### src/rtl/riscv_multicycle_ctrl.sv
// Multicycle RV32I control unit: sequences the shared memory port, ALU and register file.
// state    | meaning
// FETCH    | read instruction at PC, PC <= PC+4
// DECODE   | ALUOut <= OldPC + imm (branch/jal target)
// MEMADR   | compute rs1 + imm for lw/sw
// MEMREAD  | read data memory at ALUOut
// MEMWB    | rd <= loaded data
// MEMWRITE | store rs2 at ALUOut
// EXEC_R   | rs1 op rs2
// EXEC_I   | rs1 op imm
// ALUWB    | rd <= ALUOut
// BRANCH   | compare, PC <= target if taken
// JAL      | PC <= target, ALUOut <= OldPC+4
// LUI      | imm << 12
// HALT     | unsupported opcode, parked until reset
module riscv_multicycle_ctrl (
    input  logic       clk,
    input  logic       reset,
    input  logic [6:0] op,
    input  logic [2:0] funct3,
    input  logic       funct7b5,
    input  logic       BranchYN,
    output logic       PCWrite,
    output logic       AdrSrc,
    output logic       MemWrite,
    output logic       IRWrite,
    output logic [1:0] ResultSrc,
    output logic [1:0] ALUSrcA,
    output logic [1:0] ALUSrcB,
    output logic [2:0] ImmSrc,
    output logic       RegWrite,
    output logic [3:0] ALUControl,
    output logic       Retire,
    output logic       Halted
);

    typedef enum logic [3:0] {
        S_FETCH    = 4'd0,
        S_DECODE   = 4'd1,
        S_MEMADR   = 4'd2,
        S_MEMREAD  = 4'd3,
        S_MEMWB    = 4'd4,
        S_MEMWRITE = 4'd5,
        S_EXEC_R   = 4'd6,
        S_EXEC_I   = 4'd7,
        S_ALUWB    = 4'd8,
        S_BRANCH   = 4'd9,
        S_JAL      = 4'd10,
        S_LUI      = 4'd11,
        S_HALT     = 4'd12
    } state_t;

    localparam logic [6:0] OP_LW  = 7'b0000011;
    localparam logic [6:0] OP_SW  = 7'b0100011;
    localparam logic [6:0] OP_R   = 7'b0110011;
    localparam logic [6:0] OP_I   = 7'b0010011;
    localparam logic [6:0] OP_BR  = 7'b1100011;
    localparam logic [6:0] OP_JAL = 7'b1101111;
    localparam logic [6:0] OP_LUI = 7'b0110111;

    localparam logic [3:0] ALU_ADD = 4'b0000;
    localparam logic [3:0] ALU_SUB = 4'b0001;
    localparam logic [3:0] ALU_LUI = 4'b1110;

    state_t state_q, state_d;

    logic       pc_write_s, mem_write_s, ir_write_s, reg_write_s, retire_s;
    logic [3:0] funct_alu;

    always_ff @(posedge clk or negedge reset) begin
        if (!reset) state_q <= S_FETCH;
        else        state_q <= state_d;
    end

    // Only R-type may subtract on funct3=000; shifts honour funct7b5 for both forms.
    always_comb begin
        funct_alu = ALU_ADD;
        case (funct3)
            3'b000:  funct_alu = (op == OP_R && funct7b5) ? ALU_SUB : ALU_ADD;
            3'b001:  funct_alu = 4'b0110;
            3'b010:  funct_alu = 4'b0101;
            3'b100:  funct_alu = 4'b0100;
            3'b101:  funct_alu = funct7b5 ? 4'b1111 : 4'b0111;
            3'b110:  funct_alu = 4'b0011;
            3'b111:  funct_alu = 4'b0010;
            default: funct_alu = ALU_ADD;
        endcase
    end

    always_comb begin
        case (op)
            OP_SW:   ImmSrc = 3'b001;
            OP_BR:   ImmSrc = 3'b010;
            OP_JAL:  ImmSrc = 3'b011;
            OP_LUI:  ImmSrc = 3'b100;
            default: ImmSrc = 3'b000;
        endcase
    end

    always_comb begin
        state_d     = state_q;
        pc_write_s  = 1'b0;
        AdrSrc      = 1'b0;
        mem_write_s = 1'b0;
        ir_write_s  = 1'b0;
        ResultSrc   = 2'b00;
        ALUSrcA     = 2'b00;
        ALUSrcB     = 2'b00;
        reg_write_s = 1'b0;
        ALUControl  = ALU_ADD;
        retire_s    = 1'b0;
        Halted      = 1'b0;
        case (state_q)
            S_FETCH: begin
                ir_write_s = 1'b1;
                ALUSrcB    = 2'b10;
                ResultSrc  = 2'b10;
                pc_write_s = 1'b1;
                state_d    = S_DECODE;
            end
            S_DECODE: begin
                ALUSrcA = 2'b01;
                ALUSrcB = 2'b01;
                case (op)
                    OP_LW, OP_SW: state_d = S_MEMADR;
                    OP_R:         state_d = S_EXEC_R;
                    OP_I:         state_d = S_EXEC_I;
                    OP_BR:        state_d = S_BRANCH;
                    OP_JAL:       state_d = S_JAL;
                    OP_LUI:       state_d = S_LUI;
                    default:      state_d = S_HALT;
                endcase
            end
            S_MEMADR: begin
                ALUSrcA = 2'b10;
                ALUSrcB = 2'b01;
                state_d = (op == OP_LW) ? S_MEMREAD : S_MEMWRITE;
            end
            S_MEMREAD: begin
                AdrSrc  = 1'b1;
                state_d = S_MEMWB;
            end
            S_MEMWB: begin
                ResultSrc   = 2'b01;
                reg_write_s = 1'b1;
                retire_s    = 1'b1;
                state_d     = S_FETCH;
            end
            S_MEMWRITE: begin
                AdrSrc      = 1'b1;
                mem_write_s = 1'b1;
                retire_s    = 1'b1;
                state_d     = S_FETCH;
            end
            S_EXEC_R: begin
                ALUSrcA    = 2'b10;
                ALUControl = funct_alu;
                state_d    = S_ALUWB;
            end
            S_EXEC_I: begin
                ALUSrcA    = 2'b10;
                ALUSrcB    = 2'b01;
                ALUControl = funct_alu;
                state_d    = S_ALUWB;
            end
            S_LUI: begin
                ALUSrcB    = 2'b01;
                ALUControl = ALU_LUI;
                state_d    = S_ALUWB;
            end
            S_JAL: begin
                ALUSrcA    = 2'b01;
                ALUSrcB    = 2'b10;
                pc_write_s = 1'b1;
                state_d    = S_ALUWB;
            end
            S_ALUWB: begin
                reg_write_s = 1'b1;
                retire_s    = 1'b1;
                state_d     = S_FETCH;
            end
            S_BRANCH: begin
                ALUSrcA    = 2'b10;
                ALUControl = ALU_SUB;
                pc_write_s = BranchYN;
                retire_s   = 1'b1;
                state_d    = S_FETCH;
            end
            S_HALT: begin
                Halted  = 1'b1;
                state_d = S_HALT;
            end
            default: state_d = S_FETCH;
        endcase
    end

    // State is already FETCH during reset; only the enables need masking.
    assign PCWrite  = pc_write_s  & reset;
    assign MemWrite = mem_write_s & reset;
    assign IRWrite  = ir_write_s  & reset;
    assign RegWrite = reg_write_s & reset;
    assign Retire   = retire_s    & reset;

endmodule

### config.mk
export PLATFORM = sky130hd
export DESIGN_NAME = riscv_multicycle_ctrl
export DESIGN_NICKNAME = d
export VERILOG_FILES = /design/src/rtl/riscv_multicycle_ctrl.sv
export SDC_FILE = /design/constraint.sdc
export NUM_CORES = 1
export LEC_CHECK = 0
export ABC_AREA = 1
export BUFFER_PORTS_ARGS = -buffer_cell sky130_fd_sc_hd__buf_2
export CORE_MARGIN = 10
export CORE_UTILIZATION = 42
export DETAILED_ROUTE_END_ITERATION = 10
export GPL_ROUTABILITY_DRIVEN = 0
export HOLD_SLACK_MARGIN = 0.02
export PLACE_DENSITY_LB_ADDON = 0.25
export SYNTH_ARGS = -nofsm -noshare
export SYNTH_HDL_FRONTEND = slang
export SYNTH_SLANG_ARGS = --single-unit
### constraint.sdc
create_clock -name clk -period 1.2 [get_ports clk]
set_input_delay 0.12 -clock clk [delete_from_list [all_inputs] [get_ports clk]]
set_output_delay 0.12 -clock clk [all_outputs]
set_load 0.02 [all_outputs]
==> impl_metrics.py <==
metrics = {
    "clocking": {
        "path_clk_slew_ns": 0.04,
        "cts_buffers": 3,
        "cts_buffer_depth": 2,
        "clock_latency_ns": 0.24,
        "cts.sinks": 4,
        "cts_tree": "done",
        "h-tree-depth": 1,
        "cts_root_buf": "clkbuf_4",
    },
    "yosys": {
        "synth_cells": 116,
        "synth_seq_cells": 4,
        "yosysTopAreaCellShare": 0.2710,
        "ys_top_cells_by_area": "nand2_1 27%, dfrtp_1 17%, nor2_1 14%, inv_1 13%, nand3_1 6.0%",
        "ys_warn_count": 0,
        "yosysSeqAreaShare": 0.1720,
        "synth_nets": 130,
        "synth_top_area_cell": "nand2_1",
        "syn_avg_cell_area_um2": 5.016,
        "ys_types": 17,
        "netlist_area_um2": 581.8,
    },
    "setup_path": {
        "cp.required_ns": 1.08,
        "critical_path_buf_inv_count": 3,
        "critPathArrivalTime_ns": 1.40,
        "r2r_start": "state_q[1]",
        "cp_common_cell": "nor2_2",
        "critPathMaxFanout": 6,
        "startpoint": "state_q[0]",
        "startpoint_type": "flip-flop",
        "critPathCaptureType": "output pin",
        "cpPeakStageDelay_ns": 0.45,
        "crit_type": "reg -> out",
        "cp_top_family": "flip-flops",
        "cpMaxStageDelayCell": "dfrtp_2",
        "cp_cell_sequence": "inv_1, nor2_4, nand2_2, inv_2, nor2_2, nor2_2, buf_6",
    },
    "sta": {
        "period_needed_ns": 1.520,
        "setup_violations": 20,
        "fin_crit_sh": 1.267,
        "rsz0062_at_grt": "yes",
        "worstMarginPinSlew_ns": 0.3152,
        "holdWs_ns": 0.2334,
        "fin_skew_ns": 0.0006843,
        "max_clock_freq_mhz": 657.9,
        "worst_slack_ns": -0.3201,
        "maxSlewViolCount": 0,
        "slew_headroom": 0.7891,
        "hold_viol": 0,
    },
    "status": {
        "status": "finished, violations left",
        "violations": "negative setup slack",
    },
    "floorplan": {
        "io_pins": 34,
        "core-area_mm2": 0.001301,
        "die_area_mm2": 0.003274,
        "die_y_um": 57.22,
        "die_width_um": 57.22,
        "fp-row-count": 13,
        "start_util": 0.4471,
    },
    "layout": {
        "fin_area_mm2": 0.001066,
        "largest_reg_flops": 4,
        "drive_gt1_frac": 0.5394,
        "fillers": 88,
        "areaGrowthSynthToFinish_pct": 83.23,
        "largestRegisters": "state_q (4)",
        "layout_commonest_cell": "nand2_1",
        "multiInputGateArea_um2": 495.5,
        "top_register": "state_q",
        "mostFrequentLayoutCells": "34 x nand2_1, 19 x buf_2, 17 x buf_4, 15 x nor2_1, 13 x inv_1",
        "nNetsFinal": 181,
        "final-seq-area_um2": 105.1,
        "diodes": 0,
    },
    "placed_design": {
        "dpl_worst_slack_ns": -0.08160,
        "numPortBuffers": 33,
        "place_area_um2": 858.3,
        "hpwl_mm": 1.626,
    },
    "job": {
        "maxCapViolations": 0,
    },
    "route": {
        "drtIter0Drc": 20,
        "vias": 909,
        "routed_wl_mm": 2.445,
        "firstDrtPassIters": 4,
        "ant_nets": 0,
        "wl_per_cell_um": 13.58,
        "drc": 0,
        "vias_per_cell": 5.050,
    },
    "power": {
        "power_density_mw_per_mm2": 1768,
        "p_total_w": 0.001885,
        "p_leak_nw": 0.6435,
        "peakVddDrop_uv": 854.6,
    },
    "global_route": {
        "gr-usage-all-layers": 0.1289,
        "overflow": 0,
        "antenna_found_initial": 0,
        "grt_max_degree": 7,
        "grt_pass1_wl_mm": 3.594,
        "grt_pass1_vias": 889,
    },
    "worst_hold_path": {
        "hold_path_class": "in -> reg",
        "worstHoldStart": "op[6]",
    },
}
## layout make-up
class                           count  share of cell area
Inverter                           21             0.07394
Clock buffer                        3             0.02113
Sequential cell                     4             0.09859
Timing Repair Buffer               47              0.3239
Tap cell                           15             0.01761
Multi-Input combinational cell     90              0.4648
## Yosys cell counts, drive strengths merged
library cell	instances
a21oi	4
inv	21
nor4	2
nand2	43
o211ai	2
dfrtp	4
nand4	1
buf	1
nor2	27
nand3	7
o21ai	2
nor3	2
## worst min-delay path, delay by kind of cell
kind,cells,cell delay [ns]
buffers and inverters,1,0.11
AND/OR/NAND/NOR,3,0.20
## per-layer routing
metal	wire length [um]	up-vias	GRT usage
met4	114	0	0.06711
met2	1260	49	0.2419
li1	-	454	-
met5	0	-	0
met1	890	394	0.1238
met3	179	12	0.03540
## logic make-up (layout without fill, tap and decap cells)
kind of cell	count (synthesis)	count (layout)	share of synthesized area
AO/OA/AOI/OAI	8	8	0.08386
buffers and inverters	22	71	0.1484
flip-flops	4	4	0.1720
AND/OR/NAND/NOR	82	82	0.5957
## worst paths after layout
| path | end | slack (ns) | cells past startpoint |
|---|---|---|---|
| max | ALUControl[0] | -0.32 | 7 |
| min | state_q[1] | 0.23 | 4 |
| min reg2reg | state_q[0] | 0.72 | 3 |
| max reg2reg | state_q[1] | -0.01 | 7 |
| min in group asynchronous | state_q[1] | 0.25 | 2 |
| max in group asynchronous | state_q[0] | 0.77 | 2 |
## report_power, final
part / switching, W / internal, W
clock network: 0.0000663 / 0.000113
registers: 0.000111 / 0.000189
logic: 0.000807 / 0.000599
## metrics by stage
step                      instances    util   TNS, ns
after floorplan                 116       -  -0.02969
after global placement          173  0.6596   -0.1602
after detailed placement        173  0.6596   -0.1694
after CTS                       178  0.7702    -2.767
after global routing            180  0.8192    -5.059
final                           180  0.8192    -3.963
## timing repair
item / CTS / global route
resized for setup: 41 / 15
hold endpoints to repair: 4 / 0
setup buffers: 1 / 2
setup endpoints to repair: 18 / 19
pin swaps: 6 / 5
hold buffers: 1 / 0
Power figures use the tool's default switching activity.
